[src/rtl/cpu_write_fifo.sv]
`default_nettype none
// =============================================================================
// Module   : cpu_write_fifo
// Purpose  : CPU-mapped byte FIFO (DATA/STATUS registers) feeding a valid/ready consumer.
// Revision : 1.0
// =============================================================================
module cpu_write_fifo #(
  parameter logic [15:0] BASE_ADDR = 16'hE000,
  parameter int          DEPTH     = 16
) (
  input  logic        clk_2,
  input  logic        reset,
  input  logic        cpu_phi2,
  input  logic [15:0] cpu_addr,
  input  logic        cpu_rwb,
  input  logic [7:0]  cpu_data_in,
  output logic [7:0]  cpu_data_out,
  output logic        cpu_data_sel,
  output logic [7:0]  out_data,
  output logic        out_valid,
  input  logic        out_ready
);

  localparam int          PTR_W       = $clog2(DEPTH);
  localparam logic [15:0] STATUS_ADDR = BASE_ADDR + 16'd1;
  localparam logic [4:0]  DEPTH_CNT   = 5'(DEPTH);

  logic [7:0]       mem_q [DEPTH];
  logic [PTR_W-1:0] rd_ptr_q, rd_ptr_d;
  logic [PTR_W-1:0] wr_ptr_q, wr_ptr_d;
  logic [4:0]       count_q, count_d;
  logic             overflow_q, overflow_d;

  logic full, empty, wr_data, wr_status, pop, push, drop;

  // The strobe is the clk_2 edge that closes the phase-2 high time.
  always_comb begin
    wr_data   = cpu_phi2 && !cpu_rwb && (cpu_addr == BASE_ADDR);
    wr_status = cpu_phi2 && !cpu_rwb && (cpu_addr == STATUS_ADDR);
    full      = (count_q == DEPTH_CNT);
    empty     = (count_q == 5'd0);
    pop       = !empty && out_ready;
    push      = wr_data && (!full || pop);
    drop      = wr_data && full && !pop;

    rd_ptr_d = pop  ? rd_ptr_q + PTR_W'(1) : rd_ptr_q;
    wr_ptr_d = push ? wr_ptr_q + PTR_W'(1) : wr_ptr_q;

    count_d = count_q;
    case ({push, pop})
      2'b10:   count_d = count_q + 5'd1;
      2'b01:   count_d = count_q - 5'd1;
      default: count_d = count_q;
    endcase

    // A drop in the same cycle as a clear leaves the flag set.
    overflow_d = overflow_q;
    if (drop)
      overflow_d = 1'b1;
    else if (wr_status && cpu_data_in[7])
      overflow_d = 1'b0;
  end

  always_ff @(posedge clk_2) begin
    if (reset) begin
      rd_ptr_q   <= '0;
      wr_ptr_q   <= '0;
      count_q    <= 5'd0;
      overflow_q <= 1'b0;
    end else begin
      rd_ptr_q   <= rd_ptr_d;
      wr_ptr_q   <= wr_ptr_d;
      count_q    <= count_d;
      overflow_q <= overflow_d;
    end
  end

  always_ff @(posedge clk_2) begin
    if (!reset && push)
      mem_q[wr_ptr_q] <= cpu_data_in;
  end

  always_comb begin
    out_valid    = !empty;
    out_data     = mem_q[rd_ptr_q];
    cpu_data_sel = cpu_rwb && ((cpu_addr == BASE_ADDR) || (cpu_addr == STATUS_ADDR));
    cpu_data_out = 8'h00;
    if (cpu_data_sel && (cpu_addr == STATUS_ADDR))
      cpu_data_out = {overflow_q, full, empty, count_q};
  end

endmodule
`default_nettype wire

[config.mk]
export PLATFORM = sky130hd
export DESIGN_NAME = cpu_write_fifo
export DESIGN_NICKNAME = d
export VERILOG_FILES = /design/src/rtl/cpu_write_fifo.sv
export SDC_FILE = /design/constraint.sdc
export NUM_CORES = 1
export LEC_CHECK = 0
export CELL_PAD_IN_SITES_DETAIL_PLACEMENT = 1
export CELL_PAD_IN_SITES_GLOBAL_PLACEMENT = 1
export CORE_MARGIN = 2
export CORE_UTILIZATION = 47
export CTS_BUF_LIST = sky130_fd_sc_hd__clkbuf_8
export CTS_CLUSTER_DIAMETER = 200
export CTS_CLUSTER_SIZE = 8
export DETAILED_ROUTE_END_ITERATION = 8
export GPL_TIMING_DRIVEN = 0
export MAX_ROUTING_LAYER = met4
export PLACE_DENSITY = 0.79
export SETUP_SLACK_MARGIN = 0.2
export SYNTH_ARGS = -nofsm -noshare
export SYNTH_HDL_FRONTEND = slang
export SYNTH_SLANG_ARGS = --single-unit
[constraint.sdc]
create_clock -name clk_2 -period 2.3 [get_ports clk_2]
set_input_delay 0.345 -clock clk_2 [delete_from_list [all_inputs] [get_ports clk_2]]
set_output_delay 0.345 -clock clk_2 [all_outputs]
set_load 0.1 [all_outputs]
Word level (Yosys, flattened, before mapping)
Memories as Yosys holds them, arrays and structs flattened. A register that Yosys moved wholly into a read port is not among the register bits.
Cells that the tools add are included.
{"block": "totals", "mem_count": 1, "mem_bits_rw": 128, "inputBits": 29, "register_bits": 14, "out_inout_bits": 18}
{"name": "mem_q", "depth": 16, "word_bits": 8, "rd": 1, "rd_clocked_by_memory_dff": 1, "wr": 1, "line": "28", "text": "logic [7:0] mem_q [DEPTH];"}
{"block": "classes", "n_reduce_logical": 21, "addsub": 4, "n_mux": 8, "n_eq_ne": 5}
{"op": "$eq 16x16->1 const B", "count": 2}
{"op": "$logic_and 1x1->1", "count": 11}
{"op": "$pmux 5 s2", "count": 1}
{"op": "$add 4x1->4 const B", "count": 2}
{"op": "$mux 4", "count": 2}
{"op": "$mux 8", "count": 1}
{"op": "$add 5x1->5 const B", "count": 1}
{"op": "$eq 5x5->1 const B", "count": 1}
{"op": "$logic_not 1->1", "count": 5}
{"op": "$logic_not 5->1", "count": 1}
{"op": "$sub 5x1->5 const B", "count": 1}
{"op": "$mux 1", "count": 4}
{"op": "$reduce_bool 2->1", "count": 2}
{"op": "$eq 2x1->1 const B", "count": 1}
{"op": "$eq 2x2->1 const B", "count": 1}
{"op": "$logic_or 1x1->1", "count": 2}

Longest topological paths before layout
Gate-level depths: netlist of run 1.
{"block": "depth", "depth_word": 8, "mapped_depth": 12}

Worst setup path before layout of run 1
OpenSTA, ideal clock, no wires.
{"block": "synth_timing", "kind": "input to output", "start": "input cpu_addr[5]", "end": "output cpu_data_out[5]", "stages": 4, "t_required_ps": 1955, "n_path_buf": 0, "arrival_time_ps": 3377, "path_slack_ps": -1422, "path_cell_list": "nor4b_2 and4_1 and3_1 nor3b_1"}
{"block": "synth_between", "elab_chain_len": 5, "word_cells_on_any_way": 6}
{"element": "start, declared", "line": "14", "text": "input logic [15:0] cpu_addr,"}
{"element": "$eq 16x16->1 (on tied branches)", "line": "86, 88"}
{"element": "$logic_or 1x1->1", "line": "86", "text": "cpu_data_sel = cpu_rwb && ((cpu_addr == BASE_ADDR) || (cpu_addr == STATUS_ADDR));"}
{"element": "$logic_and 1x1->1", "line": "86"}
{"element": "$logic_and 1x1->1 (*)", "line": "88", "text": "if (cpu_data_sel && (cpu_addr == STATUS_ADDR))"}
{"element": "$mux 8 (*)", "line": "88"}
{"element": "end, declared", "line": "17", "text": "output logic [7:0] cpu_data_out,"}
Every way passes the cells marked *; elsewhere a longest branch is shown, timed or not.

==> results.md, run 1 <==
| Metric | Reported | Unit |
| --- | --- | --- |
| PwrDens | 788 | nW/um2 |
| Final period utilization | 119 | % |
| Die X-Extent | 117 | um |
| Layout cells sized above 1 | 48.7 | % |
| Crit end category | output pin | - |
| Half-perimeter wire length of the detailed placement result | 9080 | um |
| Sw frac | 27.1 | % |
| Synthesized netlist net count | 361 | - |
| Yosys warns | 0 | - |
| Classification of the worst setup path | flop to output pin | - |
| Switching pwr | 1.74 | mW |
| IO buf count | 45 | - |
| Total vias in the final route | 3490 | - |
| Total iterations of the first detailed-routing run | 4 | - |
| Relative slew slack | 48.3 | % |
| Relative contribution of sequential cells to total power | 45.3 | % |
| Cell accounting for the most synthesized area | sky130_fd_sc_hd__edfxtp_1 | - |
| First-pass GRT wire length | 21800 | um |
| Net total in the final layout | 471 | - |
| Setup crit start kind | flop | - |
| Min-delay worst type | primary input to flop | - |
| Post-synthesis cell count | 325 | - |
| Number of sinks driven by the clock tree | 146 | - |
| Highest attainable clock frequency | 365 | MHz |
| Violations in the final reports | negative setup slack | - |
| Detail-routed net length per standard cell | 25.0 | um |
| CP Data Arrival Time | 2.39 | ns |
| Via count of the first global-routing pass | 3667 | - |
| Clock Skews | 0.0176 | ns |
| Root Buffer | sky130_fd_sc_hd__clkbuf_8 | - |
| Post-route minimum period | 2.74 | ns |
| Maximum ir drop on the vdd rail | 0.000532 | V |
| Pin count of the biggest net entering global routing | 18 | - |
| Hold Fails Final Rpt | 0 | - |
| Pre-CTS worst setup slack | -1.22 | ns |
| Post-synthesis async set-or-reset flop share | 0 | % |
| Relative area change from synthesis to final layout | 35.8 | % |
| Top post-synthesis cells by area | sky130_fd_sc_hd__edfxtp_1 64%, sky130_fd_sc_hd__mux4_2 15%, sky130_fd_sc_hd__dfxtp_1 6.0%, sky130_fd_sc_hd__nor2_1 2.1%, sky130_fd_sc_hd__ha_1 1.5% | - |
| Syn_area_per_cell | 18.5 | um2 |
| Buffer depth of the longest clock path | 2 | - |
| Run status | finished, violations left | - |
| Fraction of power consumed by combinational cells | 20.4 | % |
| Fraction of synthesized cell area taken by the top area cell type | 63.9 | % |
| Number of primary I/O pins | 47 | - |
| Register bit count reported by yosys | 146 | - |
| Cell area after synthesis | 6010 | um2 |
| Wirelength, routed | 15500 | um |
| Drt first-iter violations | 324 | - |
| Worst Max-Slew Pin Slew | 0.775 | ns |
| Height of the chip | 117 | um |
| Pint | 4.69 | mW |
| Row count | 41 | - |
| Number of antenna violations at the first check in global routing | 0 | - |
| Number of failing setup endpoints in the final timing report | 44 | - |
| RSZ-0062 raised after global routing | yes | - |
| Leading register cell type out of synthesis | sky130_fd_sc_hd__edfxtp_1 | - |
| Leakage power | 2.71 | nW |
| Final count of pins violating max slew | 0 | - |
| Area of the die | 13700 | um2 |
| Highest fanout seen on the critical path | 5 | - |
| Distinct cell type count after synthesis | 48 | - |
| Minimum hold slack | 0.322 | ns |
| DR DRC count | 0 | - |
| Cells along the critical path | clkbuf_16, buf_12, mux4_2, mux4_2, buf_12 | - |
| Final RePlAce weighted congestion | 0.778 | - |
| Required arrival time at the worst endpoint | 1.96 | ns |
| TritonCTS clock tree | built | - |
| H-Tree Level Count | 4 | - |
| Final global-route overflow total | 0 | - |
| Vias per cell | 5.63 | - |
| Global Route Usage Sum | 23.8 | % |
| Worst Slack Setup Final | -0.439 | ns |
| Initial Utilization | 47.9 | % |
| Slowest stage cell, crit path | sky130_fd_sc_hd__mux4_2 | - |
| Final ANT Viol Nets | 0 | - |
| Number of diodes added for antenna fixing | 0 | - |
| Clock slew at reported path FFs | 0.09 | ns |
| Part of the total power dissipated in the clock network | 34.3 | % |
| Delay contributed by the slowest stage of the critical path | 0.55 | ns |
| Number of buffers created by CTS | 17 | - |
| Core Region | 12600 | um2 |
| Number of enable-type register cells in the synthesized netlist | 128 | - |
| Insertion delay of the later-clocked pin in the worst-skew pair | 0.46 | ns |
| Max-cap check violation count | 0 | - |
| Register area share after synthesis | 69.9 | % |
cells in the mapped netlist, types with 2 or more instances:
library cell	count
sky130_fd_sc_hd__nand4_1	3
sky130_fd_sc_hd__nor4_2	2
sky130_fd_sc_hd__clkbuf_1	7
sky130_fd_sc_hd__edfxtp_1	128
sky130_fd_sc_hd__mux4_2	40
sky130_fd_sc_hd__buf_4	2
sky130_fd_sc_hd__or3_1	2
sky130_fd_sc_hd__and3_1	2
sky130_fd_sc_hd__nor2_1	33
sky130_fd_sc_hd__nand2_1	13
sky130_fd_sc_hd__and2_1	8
sky130_fd_sc_hd__inv_1	2
sky130_fd_sc_hd__xnor2_1	2
sky130_fd_sc_hd__or4_1	2
sky130_fd_sc_hd__buf_1	2
sky130_fd_sc_hd__nand3_1	2
sky130_fd_sc_hd__a21oi_2	2
sky130_fd_sc_hd__a21oi_1	6
sky130_fd_sc_hd__nand2b_1	2
sky130_fd_sc_hd__mux2i_1	3
sky130_fd_sc_hd__dfxtp_1	18
sky130_fd_sc_hd__xor2_1	7
sky130_fd_sc_hd__buf_2	4
sky130_fd_sc_hd__ha_1	7
sky130_fd_sc_hd__nor4_1	2
sky130_fd_sc_hd__a21o_1	2
power groups by stage:
stage                     Sequential, mW  Clock, mW  Combinational (mW)
after floorplan                     2.97          0               0.740
after global placement              2.97          0               0.965
after detailed placement            2.98          0               0.997
after CTS                           2.92       2.22                1.19
after global routing                2.92       2.34                1.38
final                               2.92       2.21                1.31
cell usage in the layout (no fill, tap or decap), types with 5 or more instances in the layout:
master                            count
sky130_fd_sc_hd__clkinv_4             5
sky130_fd_sc_hd__ha_1                 5
sky130_fd_sc_hd__xor2_1               5
sky130_fd_sc_hd__nand2_1             10
sky130_fd_sc_hd__mux4_2              40
sky130_fd_sc_hd__clkbuf_8            17
sky130_fd_sc_hd__nor2_4              17
sky130_fd_sc_hd__clkbuf_2             5
sky130_fd_sc_hd__edfxtp_1           128
sky130_fd_sc_hd__buf_2                6
sky130_fd_sc_hd__clkdlybuf4s50_1     12
sky130_fd_sc_hd__buf_6               23
sky130_fd_sc_hd__buf_4               23
sky130_fd_sc_hd__buf_12              24
sky130_fd_sc_hd__nor2_1              16
sky130_fd_sc_hd__and2_2               5
sky130_fd_sc_hd__dfxtp_1             13
cell type report:
cell class,count,area (um2)
Timing Repair Buffer,91,1070
Sequential cell,146,4220
Buffer,16,154
Tap cell,172,215
Inverter,2,7.51
Fill cell,1079,4400
Clock inverter,15,208
Clock buffer,17,234
Multi-Input combinational cell,161,2060
metrics by stage:
stage / utilization (%) / instances / setup TNS (ns) / instance area (um2) / power, mW
3_5_place_dp: 55.2 / 542 / -118.50 / 6940 / 3.97
2_1_floorplan: - / 325 / -0.444 / 6270 / 3.71
6_report: 65.0 / 620 / -5.51 / 8170 / 6.43
3_3_place_gp: 55.2 / 542 / -102.00 / 6940 / 3.94
5_1_grt: 65.0 / 620 / -10.25 / 8170 / 6.63
4_1_cts: 62.5 / 603 / -5.36 / 7850 / 6.32
logic make-up (layout without fill, tap and decap cells):
kind of cell	Yosys count	after routing	share of synthesized area, %
buffers and inverters	18	141	1.46
AOI/OAI and AO/OA	18	18	2.33
muxes	44	44	15.9
xor gates and xnor gates	9	9	1.31
and+or+nand+nor	83	83	7.70
adders and majority gates	7	7	1.46
DFF	146	146	69.9
state kept, by name, indices dropped and copies added (netlist names), named ones only:
signal      count
wr_ptr_q        4
mem_q         128
overflow_q      1
rd_ptr_q        4
count_q         5
critical path: cells and delay by family, from the launching register on:
family / cells / cell delay [ns]
mux: 2 / 1.09
flops: 1 / 0.34
buf+inv: 3 / 0.48
per-layer routing:
| layer | GRT usage (%) | wire (um) |
|---|---|---|
| met5 | - | 0 |
| met4 | 9.18 | 311 |
| met3 | 6.28 | 818 |
| met2 | 37.5 | 7980 |
| met1 | 29.9 | 6400 |
what timing repair did:
| item | 4_1_cts | 5_1_grt |
|---|---|---|
| hold buffers | 0 | 0 |
| gates resized for setup | 205 | 32 |
| setup buffers | 28 | 17 |
| setup endpoints to repair | 152 | 154 |
| pin swaps | 35 | 31 |
| cloned | 1 | 0 |
worst paths after layout:
check,from,slack [ns],to,depth (start not counted)
setup / recovery,flop,-0.44,out_data[7],5
hold / removal,reset,0.32,flop,2
setup reg to reg,count_q[2],-0.40,count_q[3],12
hold reg to reg,rd_ptr_q[1],0.55,rd_ptr_q[1],2
Power figures use the tool's default switching activity.
==> inputs of run 2 (changes only) <==
--- a/config.mk
+++ b/config.mk
@@ -17,6 +17,7 @@
 export MAX_ROUTING_LAYER = met4
 export PLACE_DENSITY = 0.79
 export SETUP_SLACK_MARGIN = 0.2
+export SKIP_LAST_GASP = 1
 export SYNTH_ARGS = -nofsm -noshare
 export SYNTH_HDL_FRONTEND = slang
 export SYNTH_SLANG_ARGS = --single-unit
==> results.md, run 2 (synthesized netlist as in run 1, its figures left out) <==
| Metric | Reported | Unit |
| --- | --- | --- |
| Half-perimeter wire length of the detailed placement result | 9080 | um |
| Required arrival time at the worst endpoint | 1.96 | ns |
| CP Data Arrival Time | 2.40 | ns |
| Slowest stage cell, crit path | sky130_fd_sc_hd__mux4_2 | - |
| Register with the most flip-flops | mem_q | - |
| Root Buffer | sky130_fd_sc_hd__clkbuf_8 | - |
| Wirelength, routed | 15900 | um |
| Relative contribution of sequential cells to total power | 45.2 | % |
| Number of failing setup endpoints in the final timing report | 44 | - |
| Part of the total power dissipated in the clock network | 34.3 | % |
| Drt first-iter violations | 414 | - |
| Hold Fails Final Rpt | 0 | - |
| Run status | finished, violations left | - |
| Pre-CTS worst setup slack | -1.22 | ns |
| Delay contributed by the slowest stage of the critical path | 0.55 | ns |
| Pin count of the biggest net entering global routing | 18 | - |
| Via count of the first global-routing pass | 3680 | - |
| Final period utilization | 119 | % |
| Met2 Wirelength | 8370 | um |
| Sw frac | 27.2 | % |
| Min-delay worst type | primary input to flop | - |
| Detail Route met3 WL | 893 | um |
| Highest-count cells in the layout ignoring fill and taps | 128 x sky130_fd_sc_hd__edfxtp_1, 40 x sky130_fd_sc_hd__mux4_2, 24 x sky130_fd_sc_hd__buf_6, 22 x sky130_fd_sc_hd__buf_4, 20 x sky130_fd_sc_hd__buf_12 | - |
| Total iterations of the first detailed-routing run | 4 | - |
| Worst Max-Slew Pin Slew | 0.765 | ns |
| Initial Utilization | 47.9 | % |
| Worst Slack Setup Final | -0.441 | ns |
| Layout cells sized above 1 | 49.6 | % |
| Max-cap check violation count | 0 | - |
| TritonCTS clock tree | built | - |
| Final count of pins violating max slew | 0 | - |
| Clock Skews | 0.0158 | ns |
| Switching pwr | 1.76 | mW |
| Relative slew slack | 49.0 | % |
| Classification of the worst setup path | flop to output pin | - |
| Pint | 4.70 | mW |
| Filler instances | 1082 | - |
| Highest fanout seen on the critical path | 5 | - |
| Hold_buf cts | 0 | - |
| PwrDens | 791 | nW/um2 |
| Violations in the final reports | negative setup slack | - |
| Crit end category | output pin | - |
| Cells along the critical path | clkbuf_16, buf_12, mux4_2, mux4_2, buf_12 | - |
| Final RePlAce weighted congestion | 0.778 | - |
| Post-route minimum period | 2.74 | ns |
| DR DRC count | 0 | - |
| Maximum ir drop on the vdd rail | 0.000377 | V |
| IO buf count | 45 | - |
| Core Region | 12600 | um2 |
| Net total in the final layout | 471 | - |
| Area of the die | 13700 | um2 |
| Registers with the most flip-flops | mem_q (128), count_q (5) | - |
| Final global-route overflow total | 0 | - |
| Total power consumption of the routed design | 6.46 | mW |
| Vias per cell | 5.65 | - |
| Row count | 41 | - |
| Flip-flop count of the largest register, all copies and words added | 128 | - |
| Number of primary I/O pins | 47 | - |
| Relative area change from synthesis to final layout | 35.7 | % |
| Share of the core filled with cells in the final layout | 64.9 | % |
| Highest attainable clock frequency | 365 | MHz |
| Most common cell after layout, fill and taps aside | sky130_fd_sc_hd__edfxtp_1 | - |
| Leakage power | 2.72 | nW |
| RSZ-0062 raised after global routing | yes | - |
| Summed negative setup slack over all endpoints | -5.85 | ns |
| Global Route Usage Sum | 23.9 | % |
| Clock slew at reported path FFs | 0.09 | ns |
| Area after detailed placement | 6940 | um2 |
| First-pass GRT wire length | 21800 | um |
| Insertion delay of the later-clocked pin in the worst-skew pair | 0.45 | ns |
| Detailed-routing wirelength on met1 | 6330 | um |
| Detail-routed net length per standard cell | 25.6 | um |
| Setup crit start kind | flop | - |
| Fraction of power consumed by combinational cells | 20.5 | % |
| Top metal layer carrying routed signals | met4 | - |
| Final cell area excluding filler cells | 8160 | um2 |
| Number of sinks driven by the clock tree | 146 | - |
| Buffer depth of the longest clock path | 2 | - |
| Height of the chip | 117 | um |
| Number of antenna violations at the first check in global routing | 0 | - |
| Number of diodes added for antenna fixing | 0 | - |
| Number of buffers created by CTS | 17 | - |
| H-Tree Level Count | 4 | - |
| Total vias in the final route | 3500 | - |
| Final ANT Viol Nets | 0 | - |
| Die X-Extent | 117 | um |
[run 2: stage by stage]
step | cells | hold slack [ns]
floorplan | 325 | 0.444
global placement | 542 | 0.488
detailed placement | 542 | 0.516
CTS | 603 | 0.278
global route | 620 | 0.328
finish | 620 | 0.356
[run 2: path summary, 6_finish.rpt]
check	from	endpoint	slack, ns	cells past startpoint
setup / recovery	flop	out_data[7]	-0.44	5
hold / removal	reset	flop	0.36	2
setup reg to reg	count_q[2]	count_q[3]	-0.36	12
hold reg to reg	rd_ptr_q[1]	rd_ptr_q[1]	0.54	2
[run 2: cell type report]
class,instances,area (um2),area share (%)
multi-input cells,161,2070,25.4
flip-flops and latches,146,4220,51.7
clock inverters,15,208,2.54
inverters,2,7.51,0.0920
repair buffers,91,1050,12.9
plain buffers,16,159,1.95
clock buffers,17,234,2.87
well taps,172,215,2.64
[run 2: critical path: cells and delay by family (launching register included)]
kind | cells | cell delay (ns)
mux | 2 | 1.09
buf+inv | 3 | 0.48
flops | 1 | 0.36
[run 2: power groups by stage]
stage	registers [mW]	clock network, mW	logic [mW]
final	2.92	2.22	1.33
after global routing	2.92	2.33	1.39
after CTS	2.92	2.22	1.18
after detailed placement	2.98	0	0.997
after global placement	2.97	0	0.965
after floorplan	2.97	0	0.740
[run 2: per-layer routing]
layer,up-vias,track usage [%]
met5,-,-
met4,0,8.78
met3,27,6.02
met2,129,38.4
met1,1822,29.6
li1,1522,-
[run 2: timing repair]
| item | 4_1_cts | 5_1_grt |
|---|---|---|
| endpoints found under the setup margin | 152 | 154 |
| cloned | 1 | 0 |
| pin swaps | 34 | 33 |
| buffers inserted | 28 | 17 |
| resized for setup | 202 | 40 |
==> inputs of run 3 (changes only) <==
--- a/config.mk
+++ b/config.mk
@@ -6,18 +6,19 @@
 export NUM_CORES = 1
 export LEC_CHECK = 0
 export CELL_PAD_IN_SITES_DETAIL_PLACEMENT = 1
-export CELL_PAD_IN_SITES_GLOBAL_PLACEMENT = 1
+export CELL_PAD_IN_SITES_GLOBAL_PLACEMENT = 2
 export CORE_MARGIN = 2
-export CORE_UTILIZATION = 47
+export CORE_UTILIZATION = 41
 export CTS_BUF_LIST = sky130_fd_sc_hd__clkbuf_8
 export CTS_CLUSTER_DIAMETER = 200
 export CTS_CLUSTER_SIZE = 8
 export DETAILED_ROUTE_END_ITERATION = 8
 export GPL_TIMING_DRIVEN = 0
 export MAX_ROUTING_LAYER = met4
-export PLACE_DENSITY = 0.79
+export PLACE_DENSITY = 0.78
 export SETUP_SLACK_MARGIN = 0.2
 export SKIP_LAST_GASP = 1
+export SLEW_MARGIN = 20
 export SYNTH_ARGS = -nofsm -noshare
 export SYNTH_HDL_FRONTEND = slang
 export SYNTH_SLANG_ARGS = --single-unit
==> results.md, run 3 (synthesized netlist as in run 1, its figures left out) <==
| Metric | Reported | Unit |
| --- | --- | --- |
| Run status | finished, violations left | - |
| Violations in the final reports | negative setup slack | - |
| IO buf count | 45 | - |
| Required arrival time at the worst endpoint | 1.96 | ns |
| Pin count of the biggest net entering global routing | 18 | - |
| Classification of the worst setup path | flop to output pin | - |
| Pre-CTS worst setup slack | -1.21 | ns |
| Min-delay worst type | primary input to flop | - |
| Die X-Extent | 125 | um |
| Final ANT Viol Nets | 0 | - |
| Highest attainable clock frequency | 367 | MHz |
| Highest-count cells in the layout ignoring fill and taps | 128 x sky130_fd_sc_hd__edfxtp_1, 40 x sky130_fd_sc_hd__mux4_2, 20 x sky130_fd_sc_hd__buf_12, 20 x sky130_fd_sc_hd__buf_4 | - |
| PwrDens | 746 | nW/um2 |
| Final period utilization | 118 | % |
| Max-cap check violation count | 0 | - |
| Vias per cell | 5.31 | - |
| CP Data Arrival Time | 2.38 | ns |
| Total vias in the final route | 3315 | - |
| Detail-routed net length per standard cell | 22.9 | um |
| Clock slew at reported path FFs | 0.07 | ns |
| Number of failing setup endpoints in the final timing report | 12 | - |
| Highest fanout seen on the critical path | 10 | - |
| Hold Fails Final Rpt | 0 | - |
| Height of the chip | 125 | um |
| Core Region | 14400 | um2 |
| Minimum hold slack | 0.383 | ns |
| Worst Slack Setup Final | -0.423 | ns |
| Number of diodes added for antenna fixing | 0 | - |
| Maximum ir drop on the vdd rail | 0.000328 | V |
| Area of the die | 15700 | um2 |
| Layout cells sized above 1 | 46.6 | % |
| Via count of the first global-routing pass | 3665 | - |
| Final RePlAce weighted congestion | 0.759 | - |
| Flip-flop count of the largest register, all copies and words added | 128 | - |
| Clock Skews | 0.00911 | ns |
| Worst Max-Slew Pin Slew | 0.711 | ns |
| Row count | 44 | - |
| Number of sinks driven by the clock tree | 146 | - |
| Half-perimeter wire length of the detailed placement result | 9150 | um |
| Relative area change from synthesis to final layout | 32.6 | % |
| DR DRC count | 0 | - |
| Relative slew slack | 52.4 | % |
| Number of buffers created by CTS | 17 | - |
| Share of the core filled with cells in the final layout | 55.3 | % |
| Area after detailed placement | 6950 | um2 |
| Hold_buf cts | 0 | - |
| Root Buffer | sky130_fd_sc_hd__clkbuf_8 | - |
| Leakage power | 2.63 | nW |
| Number of antenna violations at the first check in global routing | 0 | - |
| Final cell area excluding filler cells | 7980 | um2 |
| Net total in the final layout | 463 | - |
| Drt first-iter violations | 212 | - |
| Global Route Usage Sum | 20.2 | % |
| Initial Utilization | 41.7 | % |
| Total power consumption of the routed design | 5.95 | mW |
| Setup crit start kind | flop | - |
| Buffer depth of the longest clock path | 2 | - |
| Crit end category | output pin | - |
| Total iterations of the first detailed-routing run | 4 | - |
| H-Tree Level Count | 4 | - |
| Register with the most flip-flops | mem_q | - |
| Number of primary I/O pins | 47 | - |
| Insertion delay of the later-clocked pin in the worst-skew pair | 0.43 | ns |
| RSZ-0062 raised after global routing | yes | - |
| First-pass GRT wire length | 22400 | um |
| Final count of pins violating max slew | 0 | - |
| TritonCTS clock tree | built | - |
| Registers with the most flip-flops | mem_q (128), count_q (5) | - |
| Final global-route overflow total | 0 | - |
| Most common cell after layout, fill and taps aside | sky130_fd_sc_hd__edfxtp_1 | - |
| Wirelength, routed | 14300 | um |
| Post-route minimum period | 2.72 | ns |
[run 3: cell count changes in the layout (fill, tap and decap cells not counted), moves of 2 or more]
cell	delta
sky130_fd_sc_hd__inv_1	+6
sky130_fd_sc_hd__buf_2	+2
sky130_fd_sc_hd__bufinv_16	-3
sky130_fd_sc_hd__xor2_1	+2
sky130_fd_sc_hd__buf_8	-2
sky130_fd_sc_hd__xor2_2	-2
sky130_fd_sc_hd__clkbuf_2	-3
sky130_fd_sc_hd__clkinv_4	-5
sky130_fd_sc_hd__buf_4	-2
sky130_fd_sc_hd__clkbuf_4	+3
sky130_fd_sc_hd__buf_6	-5
sky130_fd_sc_hd__clkbuf_8	+2
sky130_fd_sc_hd__inv_6	-2
[run 3: final timing paths]
| check | start | to | slack, ns | cells past startpoint |
|---|---|---|---|---|
| hold / removal | reset | count_q[2] | 0.38 | 2 |
| hold reg to reg | rd_ptr_q[1] | rd_ptr_q[1] | 0.52 | 2 |
| setup reg to reg | count_q[2] | count_q[4] | -0.29 | 11 |
| setup / recovery | flop | out_data[2] | -0.42 | 4 |
[run 3: area by class of cell]
| class | instances | area, um2 |
|---|---|---|
| multi-input combinational | 161 | 2050 |
| fill | 1328 | 6450 |
| sequential | 146 | 4220 |
| clock inverter | 13 | 83.8 |
| buffer | 16 | 166 |
| inverter | 2 | 7.51 |
| tap | 184 | 230 |
| clock buffer | 19 | 262 |
| timing repair buffer | 83 | 966 |
[run 3: repair_timing]
action | 4_1_cts | 5_1_grt
hold endpoints to repair | 0 | 0
gates cloned | 2 | 0
pin swaps | 35 | 21
setup endpoints to repair | 152 | 152
gates resized for setup | 201 | 30
buffers inserted | 32 | 4
[run 3: layer usage]
metal	GRT usage [%]	up-vias	part of all wire, %
met5	-	-	0
met4	4.71	0	0.93
met3	4.58	13	4.0
met2	34.4	80	54
met1	24.7	1715	41
li1	-	1507	-
[run 3: critical path: stages (launching register included)]
cell                       delay (ns)
sky130_fd_sc_hd__dfxtp_1         0.50
sky130_fd_sc_hd__clkbuf_4        0.32
sky130_fd_sc_hd__mux4_2          0.40
sky130_fd_sc_hd__mux4_2          0.53
sky130_fd_sc_hd__buf_12          0.19
[run 3: stage by stage]
step	instances	setup TNS, ns
2_1_floorplan	325	-0.444
3_3_place_gp	554	-104.03
3_5_place_dp	554	-114.07
4_1_cts	620	-4.02
5_1_grt	624	-4.80
6_report	624	-3.82
[run 3: report_power, final]
group	switching [mW]	internal, mW	leakage [nW]	total [mW]
registers	0.0164	2.90	1.30	2.92
clock network	0.880	0.876	0.200	1.76
logic	0.682	0.597	1.13	1.28
